--- src/rtl/sdrd_sector_arb_if.sv ---
// Request/engine bus for the SD sector-read arbiter. Signal suffixes are
// given from the arbiter's point of view (slave modport).
interface sdrd_sector_arb_if;
    logic        sdhc_i;
    logic        spi_init_i;
    logic        spi_busy_i;
    logic        spi_start_o;
    logic [31:0] spi_adr_o;
    logic [1:0]  spi_dtype_o;
    logic        fat_req_i;
    logic [31:0] fat_adr_i;
    logic [1:0]  fat_type_i;
    logic        fat_ack_o;
    logic        fat_done_o;
    logic        pic_req_i;
    logic [31:0] pic_adr_i;
    logic        pic_ack_o;
    logic        pic_done_o;
    logic [1:0]  gnt_o;
    logic        err_o;
    logic        err_clr_i;

    modport master (
        output sdhc_i, spi_init_i, spi_busy_i,
        output fat_req_i, fat_adr_i, fat_type_i,
        output pic_req_i, pic_adr_i, err_clr_i,
        input  spi_start_o, spi_adr_o, spi_dtype_o,
        input  fat_ack_o, fat_done_o, pic_ack_o, pic_done_o,
        input  gnt_o, err_o
    );

    modport slave (
        input  sdhc_i, spi_init_i, spi_busy_i,
        input  fat_req_i, fat_adr_i, fat_type_i,
        input  pic_req_i, pic_adr_i, err_clr_i,
        output spi_start_o, spi_adr_o, spi_dtype_o,
        output fat_ack_o, fat_done_o, pic_ack_o, pic_done_o,
        output gnt_o, err_o
    );
endinterface

--- src/rtl/sdrd_sector_arb.sv ---
// Two-requester arbiter/sequencer for the single SPI sector-read engine:
// alternating-priority grant, sector-to-card address mapping, BUSY tracking with timeout.
module sdrd_sector_arb #(
    parameter logic [23:0] TIMEOUT = 24'd1_000_000
) (
    input logic         clk,
    input logic         rst,
    sdrd_sector_arb_if.slave bus
);

    typedef enum logic [2:0] {
        IDLE, START, WAIT_BUSY, READ, DONE, FAIL
    } state_t;

    state_t      state_q;
    logic [23:0] cnt_q;
    logic        last_pic_q;
    logic        spi_start_q;
    logic [31:0] spi_adr_q;
    logic [1:0]  spi_dtype_q;
    logic        fat_ack_q, fat_done_q, pic_ack_q, pic_done_q;
    logic [1:0]  gnt_q;
    logic        err_q;
    logic        pick_fat;

    // SDSC cards are byte-addressed: sector * 512, upper sector bits dropped.
    function automatic logic [31:0] card_adr(input logic sdhc, input logic [31:0] sector);
        return sdhc ? sector : {sector[22:0], 9'b0};
    endfunction

    always_comb begin
        pick_fat = bus.fat_req_i && (!bus.pic_req_i || last_pic_q);
    end

    always_ff @(posedge clk or posedge rst) begin
        if (rst) begin
            state_q     <= IDLE;
            cnt_q       <= '0;
            last_pic_q  <= 1'b1;
            spi_start_q <= 1'b0;
            spi_adr_q   <= '0;
            spi_dtype_q <= '0;
            fat_ack_q   <= 1'b0;
            fat_done_q  <= 1'b0;
            pic_ack_q   <= 1'b0;
            pic_done_q  <= 1'b0;
            gnt_q       <= '0;
            err_q       <= 1'b0;
        end else begin
            spi_start_q <= 1'b0;
            fat_ack_q   <= 1'b0;
            fat_done_q  <= 1'b0;
            pic_ack_q   <= 1'b0;
            pic_done_q  <= 1'b0;
            if (bus.err_clr_i) err_q <= 1'b0;

            case (state_q)
                IDLE: begin
                    if (bus.spi_init_i && (bus.fat_req_i || bus.pic_req_i)) begin
                        state_q <= START;
                        if (pick_fat) begin
                            fat_ack_q   <= 1'b1;
                            gnt_q       <= 2'b01;
                            spi_adr_q   <= card_adr(bus.sdhc_i, bus.fat_adr_i);
                            spi_dtype_q <= bus.fat_type_i;
                        end else begin
                            pic_ack_q   <= 1'b1;
                            gnt_q       <= 2'b10;
                            spi_adr_q   <= card_adr(bus.sdhc_i, bus.pic_adr_i);
                            spi_dtype_q <= 2'b11;
                        end
                    end
                end
                START, WAIT_BUSY, READ: begin
                    // DONE pulse and ERR are registered on entry so both are visible together.
                    if (!bus.spi_init_i ||
                        (state_q != START && cnt_q == TIMEOUT - 24'd1)) begin
                        state_q    <= FAIL;
                        err_q      <= 1'b1;
                        fat_done_q <= gnt_q[0];
                        pic_done_q <= gnt_q[1];
                    end else if (state_q == START) begin
                        spi_start_q <= 1'b1;
                        cnt_q       <= '0;
                        state_q     <= WAIT_BUSY;
                    end else begin
                        cnt_q <= cnt_q + 24'd1;
                        if (state_q == WAIT_BUSY && bus.spi_busy_i) begin
                            state_q <= READ;
                        end else if (state_q == READ && !bus.spi_busy_i) begin
                            state_q    <= DONE;
                            fat_done_q <= gnt_q[0];
                            pic_done_q <= gnt_q[1];
                        end
                    end
                end
                DONE, FAIL: begin
                    last_pic_q <= gnt_q[1];
                    gnt_q      <= '0;
                    state_q    <= IDLE;
                end
                default: state_q <= IDLE;
            endcase
        end
    end

    assign bus.spi_start_o = spi_start_q;
    assign bus.spi_adr_o   = spi_adr_q;
    assign bus.spi_dtype_o = spi_dtype_q;
    assign bus.fat_ack_o   = fat_ack_q;
    assign bus.fat_done_o  = fat_done_q;
    assign bus.pic_ack_o   = pic_ack_q;
    assign bus.pic_done_o  = pic_done_q;
    assign bus.gnt_o       = gnt_q;
    assign bus.err_o       = err_q;

endmodule

--- src/flat_wrapper.sv ---
// flat-port wrapper written by rule: the top's interface ports become plain ports
module sdrd_sector_arb_flat 
#(
    parameter logic [23:0] TIMEOUT = 24'd1_000_000
)
  (clk, rst, bus_sdhc_i, bus_spi_init_i, bus_spi_busy_i, bus_fat_req_i, bus_fat_adr_i, bus_fat_type_i, bus_pic_req_i, bus_pic_adr_i, bus_err_clr_i, bus_spi_start_o, bus_spi_adr_o, bus_spi_dtype_o, bus_fat_ack_o, bus_fat_done_o, bus_pic_ack_o, bus_pic_done_o, bus_gnt_o, bus_err_o);
  sdrd_sector_arb_if bus_i ();
  input logic clk;
  input logic rst;
  input wire logic [$bits(bus_i.sdhc_i)-1:0] bus_sdhc_i;
  input wire logic [$bits(bus_i.spi_init_i)-1:0] bus_spi_init_i;
  input wire logic [$bits(bus_i.spi_busy_i)-1:0] bus_spi_busy_i;
  input wire logic [$bits(bus_i.fat_req_i)-1:0] bus_fat_req_i;
  input wire logic [$bits(bus_i.fat_adr_i)-1:0] bus_fat_adr_i;
  input wire logic [$bits(bus_i.fat_type_i)-1:0] bus_fat_type_i;
  input wire logic [$bits(bus_i.pic_req_i)-1:0] bus_pic_req_i;
  input wire logic [$bits(bus_i.pic_adr_i)-1:0] bus_pic_adr_i;
  input wire logic [$bits(bus_i.err_clr_i)-1:0] bus_err_clr_i;
  output wire logic [$bits(bus_i.spi_start_o)-1:0] bus_spi_start_o;
  output wire logic [$bits(bus_i.spi_adr_o)-1:0] bus_spi_adr_o;
  output wire logic [$bits(bus_i.spi_dtype_o)-1:0] bus_spi_dtype_o;
  output wire logic [$bits(bus_i.fat_ack_o)-1:0] bus_fat_ack_o;
  output wire logic [$bits(bus_i.fat_done_o)-1:0] bus_fat_done_o;
  output wire logic [$bits(bus_i.pic_ack_o)-1:0] bus_pic_ack_o;
  output wire logic [$bits(bus_i.pic_done_o)-1:0] bus_pic_done_o;
  output wire logic [$bits(bus_i.gnt_o)-1:0] bus_gnt_o;
  output wire logic [$bits(bus_i.err_o)-1:0] bus_err_o;
  assign bus_i.sdhc_i = bus_sdhc_i;
  assign bus_i.spi_init_i = bus_spi_init_i;
  assign bus_i.spi_busy_i = bus_spi_busy_i;
  assign bus_i.fat_req_i = bus_fat_req_i;
  assign bus_i.fat_adr_i = bus_fat_adr_i;
  assign bus_i.fat_type_i = bus_fat_type_i;
  assign bus_i.pic_req_i = bus_pic_req_i;
  assign bus_i.pic_adr_i = bus_pic_adr_i;
  assign bus_i.err_clr_i = bus_err_clr_i;
  assign bus_spi_start_o = bus_i.spi_start_o;
  assign bus_spi_adr_o = bus_i.spi_adr_o;
  assign bus_spi_dtype_o = bus_i.spi_dtype_o;
  assign bus_fat_ack_o = bus_i.fat_ack_o;
  assign bus_fat_done_o = bus_i.fat_done_o;
  assign bus_pic_ack_o = bus_i.pic_ack_o;
  assign bus_pic_done_o = bus_i.pic_done_o;
  assign bus_gnt_o = bus_i.gnt_o;
  assign bus_err_o = bus_i.err_o;
  sdrd_sector_arb #(.TIMEOUT(TIMEOUT)) u_core (.clk(clk), .rst(rst), .bus(bus_i));
endmodule
--- config.mk ---
export PLATFORM = sky130hd
export DESIGN_NAME = sdrd_sector_arb_flat
export DESIGN_NICKNAME = d
export VERILOG_FILES = /design/src/rtl/sdrd_sector_arb_if.sv /design/src/rtl/sdrd_sector_arb.sv /design/src/flat_wrapper.sv
export SDC_FILE = /design/constraint.sdc
export NUM_CORES = 1
export LEC_CHECK = 0
export BUFFER_PORTS_ARGS = -buffer_cell sky130_fd_sc_hd__buf_4
export CELL_PAD_IN_SITES_DETAIL_PLACEMENT = 2
export CELL_PAD_IN_SITES_GLOBAL_PLACEMENT = 2
export CORE_MARGIN = 2
export CORE_UTILIZATION = 32
export CTS_CLUSTER_DIAMETER = 100
export DETAILED_ROUTE_END_ITERATION = 16
export PLACE_DENSITY = 0.8
export RECOVER_POWER = 100
export SLEW_MARGIN = 5
export SYNTH_ARGS = -nofsm -noshare
export SYNTH_HDL_FRONTEND = slang
export SYNTH_SLANG_ARGS = --single-unit
--- constraint.sdc ---
create_clock -name clk -period 3.28 [get_ports clk]
set_input_delay 0.164 -clock clk [delete_from_list [all_inputs] [get_ports clk]]
set_output_delay 0.164 -clock clk [all_outputs]
set_load 0.05 [all_outputs]
==> summary.txt, run 1 <==
Placement
  • Placed cell area: 4700 um2
  • Placed Cells: 599
  • GPL Wtd Cong: 0.801
  • Hpwl dp: 8940 um
  • Pre-CTS setup slack: 1.10 ns
  • Port bufs: 115

Worst setup path
  • CP Launch Type: register
  • Top delay family on crit path: simple AND/OR/NAND/NOR gates
  • Worst EP arrival: between 2 and 3 ns
  • Critical Path Max Stage Delay: 0.65 ns
  • Worst Setup SP: u_core.cnt_q[13]$_DFFE_PP0P_
  • Critical path endpoint category: register
  • Crit path buffers/inverters: 0
  • CP max stage cell: nor4_1
  • Reg2reg start: u_core.cnt_q[13]$_DFFE_PP0P_
  • Worst path required time: between 3 and 4 ns
  • Kind of critical path: reg -> reg
  • Crit path cell chain: or4b_1, nor4_1, a21o_1, or4_1, a21oi_2
  • Crit path max fanout: 13

Pwr
  • Maximum vdd drop: 0.000287 V
  • Total power: 4.32 mW
  • Sequential share of power: 31.2%
  • P_leak: 2.26 nW
  • Cell internal pwr: 2.31 mW
  • Clock power share: around 25%
  • Net Switching: 2.01 mW
  • Comb power frac: a little over two fifths
  • Sw Ratio: a little under half
  • Pwr dens: slightly below 900 nW/um2

Floorplan
  • Die ar.: roughly 13,000 um2
  • CORE AREA: around 11,000 um2
  • Initial core utilization: 32.8%
  • Die Ht: 112 um
  • Num rows: 39
  • Top Ports: between 100 and 150
  • Die W: 112 um

Detailed routing
  • M1 WL: between 4000 and 5000 um
  • Highest routed layer: met4
  • Drt wl/cell: approximately 19 um
  • Via Count: 3,256
  • DR WL met3: 849 um
  • Metal2 WL: 6090 um
  • Initial drt markers: 98
  • Vias per cell: 5.28
  • Antenna-violating nets left: 0
  • WL final: roughly 12,000 um
  • Drt first pass iters: 4
  • DRC viols: 0

STA
  • Slew @ Worst Pin: approximately 1.4 ns
  • Setup_tns: 0 ns
  • Clock skew: between 0.008 and 0.009 ns
  • F_max: 405 MHz
  • Final worst setup slack: 0.808 ns
  • RSZ-0062 raised after global routing: false
  • Hold WS: 0.101 ns
  • Max-slew violations: 0
  • Final setup fails: 0
  • Part of the cycle the worst path needs: 75.4%
  • Final Hold Viols: 0
  • Crit path time final: 2.47 ns
  • Rel. slew slack: 5.77%

Logic synthesis
  • Mapped Avg Cell Area: 10.4 um2
  • Synth Instances: between 300 and 400
  • Count of cell types in the netlist: 48
  • Synth Area in Compound Gates: 9.98%
  • Adder-Cell Fraction of Synth Area: 0.336%
  • Mapped Nets: 434
  • Ys flop type: dfrtp_1
  • Post-synth EDFFs: 0
  • Post-synthesis sequential area ratio: 47.1%
  • Xor-xnor portion of the synthesized cell area: 2.35%
  • YS warnings: 0
  • Yosys reg bits: 70
  • Post-Syn Area: between 3000 and 4000 um2
  • Fraction of registers with async set/reset: 100%
  • Mux cell area share after synthesis: a little under a fifth
  • Largest family of logic cells by synthesized area: multiplexers
  • Synth Area in Simple Gates: between 15 and 20%

Layout
  • Util after Layout: a little over two fifths
  • Layout Cells excl Fill: 617
  • Post-route cell area: 4870 um2
  • Commonest cells after routing, fill and taps aside: buf_4 (73), dfrtp_1 (69), clkbuf_1 (44)
  • Fillers: about 1,300
  • Synthesis-to-finish area growth: 30.8%
  • Commonest non-fill, non-tap cell in the layout: buf_4
  • Layout Nets: 544
  • N_diodes: 0
  • Share of cells above drive strength 1: 25.7%

Clocking
  • CTS clk-pin slew, worst paths: 0.06 ns
  • CTS tree: yes
  • Clock net sink count: 70
  • Skew-Pair Late Insertion Delay: roughly 0.34 ns
  • H-tree depth: 3
  • Number of setup buffers added after CTS: 0
  • CTS root buffer: clkbuf_16
  • CTS Buffer Depth: 2
  • Post-CTS resize count: 0
  • CTS Buf Count: 9

Global route
  • Global-route wire length before repair: 19,600 um
  • GRT Overall Usage: 20.1%
  • Total overflow reported by the global router: 0
  • Pin count of the biggest net entering global routing: 62
  • Vias in the first global route: 3,642
  • Initial antenna violation count: 0

Outcome
  • Status: finished clean

Flow run
  • Max cap viols: 0

Hold path
  • HP Start: bus_fat_type_i[1]
  • Worst min-delay path class: in -> reg
[timing repair]
item                                   4_1_cts  5_1_grt
setup endpoints to repair                    0        0
hold buffers                                 2        0
endpoints found under the hold margin       16        0
[flip-flops by register name, summed over array words and instances, names as in the netlist]
register and cells:
u_core.bus.spi_dtype_o 2, u_core.bus.pic_done_o 1, u_core.bus.spi_adr_o 32, u_core.bus.err_o 1, u_core.bus.spi_start_o 1, u_core.cnt_q 24, u_core.bus.fat_done_o 1, u_core.bus.gnt_o 2
u_core.bus.fat_ack_o 1, u_core.last_pic_q 1, u_core.state_q 3, u_core.bus.pic_ack_o 1
[layout make-up]
class	instances	area, um2	share of cell area, %
multi-input combinational	260	1830	37.6
clock buffer	12	256	5.27
tap	143	179	3.67
inverter	8	30.0	0.616
sequential	70	1750	36.0
timing repair buffer	120	742	15.2
clock inverter	4	77.6	1.59
[cell usage after synthesis, types with 2 or more instances]
cell / count / share of area, %
a21o_1: 2 / 0.40
a21oi_1: 10 / 1.3
and4_1: 5 / 1.2
buf_2: 8 / 1.1
clkbuf_1: 11 / 1.1
dfrtp_1: 69 / 46
inv_1: 8 / 0.81
mux2_2: 24 / 7.3
mux2i_1: 41 / 11
nand2_1: 42 / 4.2
nand2b_1: 2 / 0.34
nand3_1: 6 / 0.81
nand4_1: 9 / 1.5
nor2_1: 17 / 1.7
nor2b_1: 3 / 0.50
nor3_1: 8 / 1.1
nor3b_1: 4 / 0.81
nor4_1: 7 / 1.2
o211ai_1: 2 / 0.40
o21ai_0: 21 / 2.8
o21ai_1: 7 / 0.94
o31ai_1: 11 / 2.2
or3_1: 6 / 1.0
or4_1: 3 / 0.60
xnor2_1: 10 / 2.4
[tightest hold or removal path: stages]
cell and delay [ns]:
buf_4 0.08, nor2_1 0.03, o21ai_0 0.12
[path summary, 6_finish.rpt]
check / endpoint / slack (ns) / cells past startpoint
setup / recovery: u_core.cnt_q[14]$_DFFE_PP0P_ / 0.81 / 5
hold / removal: u_core.bus.spi_dtype_o[1]$_DFFE_PP0P_ / 0.10 / 3
setup reg to reg: u_core.cnt_q[14]$_DFFE_PP0P_ / 0.81 / 5
hold reg to reg: u_core.bus.spi_adr_o[19]$_DFFE_PP0P_ / 0.48 / 2
max in group asynchronous: u_core.bus.spi_adr_o[22]$_DFFE_PP0P_ / 0.98 / 4
min in group asynchronous: u_core.cnt_q[2]$_DFFE_PP0P_ / 0.54 / 3
[power by group through the flow]
stage	combinational, mW	clock (mW)	sequential [mW]
after floorplan	0.642	0	2.13
after global placement	2.06	0	1.34
after detailed placement	2.11	0	1.36
after CTS	2.13	1.12	1.36
after global routing	2.02	1.16	1.39
final	1.88	1.09	1.35
[metal layers]
| metal | vias up | global-route usage (%) |
|---|---|---|
| met1 | 1626 | 23.5 |
| met5 | - | 0 |
| met2 | 97 | 34.8 |
| met4 | 0 | 6.17 |
| met3 | 16 | 6.75 |
| li1 | 1517 | - |
[cells by family after synthesis]
| group | count (synthesis) |
|---|---|
| AO/OA/AOI/OAI | 60 |
| XOR/XNOR | 10 |
| adder cells (fa/ha/maj) | 1 |
| buffers and inverters | 29 |
| flip-flops | 70 |
| multiplexers | 66 |
| AND/OR/NAND/NOR | 123 |
(Power assumes the default switching activity.)
==> run 2, diff against run 1 <==
--- a/config.mk
+++ b/config.mk
@@ -9,10 +9,10 @@
 export CELL_PAD_IN_SITES_DETAIL_PLACEMENT = 2
 export CELL_PAD_IN_SITES_GLOBAL_PLACEMENT = 2
 export CORE_MARGIN = 2
-export CORE_UTILIZATION = 32
+export CORE_UTILIZATION = 28
 export CTS_CLUSTER_DIAMETER = 100
 export DETAILED_ROUTE_END_ITERATION = 16
-export PLACE_DENSITY = 0.8
+export PLACE_DENSITY = 0.74
 export RECOVER_POWER = 100
 export SLEW_MARGIN = 5
 export SYNTH_ARGS = -nofsm -noshare
==> constraint.sdc (replaced) <==
create_clock -name clk -period 2.03 [get_ports clk]
set_input_delay 0.1015 -clock clk [delete_from_list [all_inputs] [get_ports clk]]
set_output_delay 0.1015 -clock clk [all_outputs]
set_load 0.05 [all_outputs]
==> run 2 against run 1 <==
  * Flip-flop and latch count stayed put
  * Final cell count is 8.8% higher
  * Sequential power is 57% higher
  * Clock power is 61% higher
  * Total power is 65% higher
  * Global-route usage is 1.3 points lower
  * Design area is 5.3% higher
  * Hold slack worse by 0.051 ns
  * Die area is 14% higher
  * Critical path depth stayed put
  * Clock skew is 0.0015 ns lower
  * Register-to-register slack worse by 0.75 ns
  * Critical endpoint is now u_core.cnt_q[6]$_DFFE_PP0P_
  * Largest cell class unchanged
==> summary.txt, run 2 (same netlist as run 1, synthesis figures left out) <==
Floorplan
  • CORE AREA: 13,100 um2
  • Initial core utilization: 28.3%
  • Die Ht: 119 um
  • Die ar.: 14,200 um2
  • Die W: 119 um
  • Num rows: 42
  • Top Ports: around 120

Detailed routing
  • Antenna-violating nets left: 0
  • M1 WL: just over 5000 um
  • Drt first pass iters: 4
  • Via Count: 3,361
  • WL final: approximately 13,000 um
  • Initial drt markers: 120
  • Metal2 WL: 6360 um
  • Drt wl/cell: 18.7 um
  • DRC viols: 0
  • DR WL met3: 835 um
  • Vias per cell: 5.01
  • Highest routed layer: met4

Global route
  • Pin count of the biggest net entering global routing: 71
  • Vias in the first global route: 3,761
  • Initial antenna violation count: 0
  • GRT Overall Usage: 18.7%
  • Total overflow reported by the global router: 0
  • Global-route wire length before repair: 20,500 um

Placement
  • Port bufs: 115
  • Hpwl dp: 9370 um
  • Placed cell area: 4910 um2
  • GPL Wtd Cong: 0.772

Layout
  • Commonest non-fill, non-tap cell in the layout: buf_4
  • Max reg flops: 32
  • Fillers: 1,468
  • Commonest cells after routing, fill and taps aside: buf_4 (90), dfrtp_1 (68), clkbuf_1 (44)
  • Synthesis-to-finish area growth: 37.8%
  • Util after Layout: 39.0%
  • N_diodes: 0
  • Layout Nets: approximately 570
  • Post-route cell area: just over 5000 um2
  • Share of cells above drive strength 1: 31.1%

Worst setup path
  • Reg2reg start: u_core.state_q[0]$_DFFE_PP0P_
  • Reg2Reg Setup Slack: 0.06 ns
  • Critical Path Max Stage Delay: 0.48 ns
  • R2r endpoint: u_core.cnt_q[6]$_DFFE_PP0P_
  • Worst EP arrival: 2.23 ns
  • Kind of critical path: reg -> reg
  • Top delay family on crit path: simple AND/OR/NAND/NOR gates
  • CP max stage cell: or4_1
  • Worst path required time: about 2.3 ns
  • Critical path endpoint category: register
  • Worst R2R Path Depth: 5
  • Crit path cell chain: or3b_4, and3_4, a21bo_4, or4_1, a21oi_1
  • Crit path buffers/inverters: 0
  • CP Launch Type: register
  • Crit path max fanout: 8

Pwr
  • Maximum vdd drop: 0.000483 V
  • P_leak: between 2 and 2.5 nW
  • Clock power share: ~25%
  • Sequential share of power: 29.7%
  • Net Switching: around 3.3 mW
  • Comb power frac: between 40% and 50%
  • Total power: 7.14 mW
  • Cell internal pwr: 3.85 mW
  • Pwr dens: 1390 nW/um2
  • Sw Ratio: 46.1%

STA
  • Hold WS: a little over 0.05 ns
  • F_max: 508 MHz
  • Slew @ Worst Pin: 1.01 ns
  • Part of the cycle the worst path needs: 96.9%
  • Clock skew: between 0.006 and 0.007 ns
  • Setup_tns: 0 ns
  • Max-slew violations: 0
  • RSZ-0062 raised after global routing: true
  • Crit path time final: 1.97 ns
  • Final setup fails: 0
  • Final Hold Viols: 0
  • Rel. slew slack: 32.9%

Clocking
  • Clock net sink count: 70
  • CTS Buffer Depth: 2
  • CTS root buffer: clkbuf_16
  • CTS clk-pin slew, worst paths: 0.06 ns
  • CTS tree: yes
  • CTS Buf Count: 9
  • H-tree depth: 3
  • Skew-Pair Late Insertion Delay: between 0.3 and 0.4 ns

Hold path
  • Hold Path End: u_core.bus.spi_dtype_o[0]$_DFFE_PP0P_
  • Worst min-delay path class: in -> reg
  • Hold path cells: 3
  • HP Start: bus_fat_type_i[0]

Outcome
  • Status: finished clean

Flow run
  • Max cap viols: 0
run 2: what timing repair did:
action	4_1_cts	5_1_grt
endpoints found under the hold margin	70	0
setup endpoints to repair	2	12
pin swaps	2	4
setup buffers	1	3
hold buffers	2	0
resized for setup	3	4
run 2: how the worst max path moves through the flow:
stage | to | cells past startpoint | slack, ns | start
6_report | u_core.cnt_q[6]$_DFFE_PP0P_ | 5 | 0.06 | u_core.state_q[0]$_DFFE_PP0P_
5_1_grt | u_core.bus.pic_done_o$_DFF_PP0_ | 5 | -0.01 | u_core.cnt_q[13]$_DFFE_PP0P_
4_1_cts | u_core.bus.pic_done_o$_DFF_PP0_ | 5 | 0.02 | u_core.cnt_q[5]$_DFFE_PP0P_
3_5_place_dp | u_core.bus.pic_done_o$_DFF_PP0_ | 5 | -0.04 | u_core.cnt_q[15]$_DFFE_PP0P_
3_3_place_gp | u_core.cnt_q[14]$_DFFE_PP0P_ | 5 | 0.1 | u_core.cnt_q[15]$_DFFE_PP0P_
2_1_floorplan | u_core.cnt_q[0]$_DFFE_PP0P_ | 6 | 0.13 | u_core.cnt_q[13]$_DFFE_PP0P_
run 2: per-stage QoR:
stage,cells,setup slack [ns]
after detailed placement,649,-0.0351
final,671,0.0619
after CTS,668,0.0227
after global routing,671,-0.0143
after floorplan,359,0.134
after global placement,649,0.0969
run 2: worst min-delay path: cells and delay by family:
family	cells	cell delay, ns
and+or+nand+nor	1	0.04
buffers and inverters	1	0.08
AOI/OAI and AO/OA	1	0.13
run 2: cell type report:
class	count	area, um2	share of cell area, %
clock inverters	5	81.3	1.59
multi-input cells	260	1880	36.6
flip-flops and latches	70	1750	34.2
clock buffers	11	253	4.93
well taps	176	220	4.29
repair buffers	141	912	17.8
inverters	8	30.0	0.585
run 2: routing by layer:
| metal | track usage [%] | vias to the layer above |
|---|---|---|
| met4 | 6.69 | 0 |
| met5 | 0 | - |
| met3 | 6.37 | 16 |
| met2 | 32.1 | 100 |
| li1 | - | 1558 |
| met1 | 21.7 | 1687 |
run 2: power by group through the flow:
stage	registers, mW	clock network (mW)	logic, mW
6_report	2.12	1.76	3.26
3_3_place_gp	2.12	0	3.54
5_1_grt	2.20	1.88	3.51
2_1_floorplan	3.44	0	1.04
4_1_cts	2.14	1.82	3.65
3_5_place_dp	2.16	0	3.64
==> run 3, diff against run 2 <==
--- a/config.mk
+++ b/config.mk
@@ -9,10 +9,10 @@
 export CELL_PAD_IN_SITES_DETAIL_PLACEMENT = 2
 export CELL_PAD_IN_SITES_GLOBAL_PLACEMENT = 2
 export CORE_MARGIN = 2
-export CORE_UTILIZATION = 28
+export CORE_UTILIZATION = 32
 export CTS_CLUSTER_DIAMETER = 100
 export DETAILED_ROUTE_END_ITERATION = 16
-export PLACE_DENSITY = 0.74
+export PLACE_DENSITY = 0.8
 export RECOVER_POWER = 100
 export SLEW_MARGIN = 5
 export SYNTH_ARGS = -nofsm -noshare
==> constraint.sdc (replaced) <==
create_clock -name clk -period 2.3 [get_ports clk]
set_input_delay 0.115 -clock clk [delete_from_list [all_inputs] [get_ports clk]]
set_output_delay 0.115 -clock clk [all_outputs]
set_load 0.05 [all_outputs]
==> run 3 against run 2 <==
  * Total power fell by 15%
  * Highest routed layer unchanged
  * Hold slack improved by 0.018 ns
  * Critical path type unchanged
  * Flip-flop and latch count did not move
  * Via count fell by 1.2%
  * Utilization rose by 4.2 points
==> summary.txt, run 3 (same netlist as run 1, synthesis figures left out) <==
Layout
  • Post-route cell area: between 4000 and 5000 um2
  • Layout Cells excl Fill: ~630
  • Share of cells above drive strength 1: 27.2%
  • Util after Layout: about 43%
  • Layout Nets: 553
  • N_diodes: 0
  • Max reg flops: 32
  • Synthesis-to-finish area growth: 32.1%
  • Commonest non-fill, non-tap cell in the layout: buf_4
  • Commonest cells after routing, fill and taps aside: buf_4 (76), dfrtp_1 (69), clkbuf_1 (46)

Worst setup path
  • CP max stage cell: or4b_1
  • Kind of critical path: reg -> reg
  • Worst path required time: 2.54 ns
  • Critical Path Max Stage Delay: 0.61 ns
  • Worst EP arrival: roughly 2.4 ns
  • Crit path max fanout: 8
  • Worst R2R Path Depth: 5
  • CP Launch Type: register
  • Reg2reg start: u_core.cnt_q[13]$_DFFE_PP0P_
  • Crit path cell chain: or4b_1, nor4_4, a21bo_1, a21oi_1, nor3b_1
  • Reg2Reg Setup Slack: ~0.17 ns
  • Critical path endpoint category: register
  • Worst Setup SP: u_core.cnt_q[13]$_DFFE_PP0P_

Detailed routing
  • Initial drt markers: 105
  • WL final: 12,400 um
  • Via Count: 3,319
  • Drt wl/cell: 19.8 um
  • Vias per cell: 5.31
  • DRC viols: 0
  • Drt first pass iters: 4
  • Antenna-violating nets left: 0

Clocking
  • CTS Buf Count: 9
  • CTS tree: yes
  • CTS Buffer Depth: 2
  • Clock net sink count: 70
  • Hold_buf cts: 2
  • CTS root buffer: clkbuf_16
  • CTS clk-pin slew, worst paths: 0.06 ns
  • Number of setup buffers added after CTS: 0
  • H-tree depth: 3
  • Skew-Pair Late Insertion Delay: 0.33 ns
  • Post-CTS resize count: 0

Outcome
  • Status: finished clean

Global route
  • Vias in the first global route: 3,683
  • Total overflow reported by the global router: 0
  • Pin count of the biggest net entering global routing: 62
  • Global-route wire length before repair: between 15,000 and 20,000 um
  • GRT Overall Usage: 20.2%
  • Initial antenna violation count: 0

STA
  • Part of the cycle the worst path needs: 92.8%
  • Setup_tns: 0 ns
  • Final Hold Viols: 0
  • Final setup fails: 0
  • RSZ-0062 raised after global routing: false
  • Slew @ Worst Pin: around 1.3 ns
  • Final worst setup slack: ~0.17 ns
  • F_max: 469 MHz
  • Max-slew violations: 0
  • Rel. slew slack: 13.9%
  • Clock skew: 0.00969 ns
  • Crit path time final: ~2.1 ns

Floorplan
  • Die Ht: 112 um
  • Die W: 112 um
  • Top Ports: 116
  • CORE AREA: 11,400 um2
  • Initial core utilization: 32.8%
  • Die ar.: 12,500 um2
  • Num rows: 39

Hold path
  • Worst min-delay path class: in -> reg
  • HP Start: bus_fat_type_i[1]
  • Hold path cells: 3

Placement
  • Pre-CTS setup slack: 0.225 ns
  • GPL Wtd Cong: 0.796
  • Placed cell area: 4800 um2
  • Placed Cells: just over 600
  • Hpwl dp: 9270 um
  • Port bufs: 115

Flow run
  • Max cap viols: 0

Pwr
  • P_leak: approximately 2.3 nW
  • Maximum vdd drop: 0.000525 V
  • Pwr dens: 1240 nW/um2
[run 3: layer usage]
metal  global-route usage [%]  part of all wire (%)  up-vias
met3                     6.75                   7.0       19
met2                     36.2                    52      109
li1                         -                     -     1534
met4                     6.42                   1.8        0
met1                     22.6                    39     1657
met5                        0                     0        -
[run 3: power breakdown]
group / internal [mW] / leakage [nW] / switching, mW
Sequential: 1.63 / 0.910 / 0.256
Combinational: 0.715 / 1.25 / 2.11
Clock: 0.859 / 0.141 / 0.512
Total: 3.21 / 2.30 / 2.88
[run 3: critical path: cells and delay by family, from the launching register on]
kind | cells | cell delay [ns]
AND/OR/NAND/NOR | 3 | 1.20
flip-flops | 1 | 0.42
AO/OA/AOI/OAI | 2 | 0.44
[run 3: through the flow]
step | hold WS (ns) | power, mW
floorplan | 0.211 | 3.95
global placement | 0.290 | 4.94
detailed placement | 0.295 | 5.08
CTS | 0.0587 | 6.51
global route | 0.0860 | 6.43
finish | 0.0689 | 6.09
[run 3: worst paths after layout]
check                                                         to
setup / recovery                 u_core.bus.pic_done_o$_DFF_PP0_
hold / removal             u_core.bus.spi_dtype_o[1]$_DFFE_PP0P_
setup reg to reg                 u_core.bus.pic_done_o$_DFF_PP0_
hold reg to reg              u_core.bus.spi_adr_o[6]$_DFFE_PP0P_
max in group asynchronous           u_core.cnt_q[13]$_DFFE_PP0P_
min in group asynchronous   u_core.bus.spi_adr_o[23]$_DFFE_PP0P_
[run 3: cell type report]
| class | count | area (um2) |
|---|---|---|
| Clock buffer | 11 | 243 |
| Clock inverter | 4 | 47.5 |
| Fill cell | 1265 | 6450 |
| Inverter | 8 | 30.0 |
| Multi-Input combinational cell | 260 | 1840 |
| Sequential cell | 70 | 1750 |
| Tap cell | 143 | 179 |
| Timing Repair Buffer | 129 | 825 |
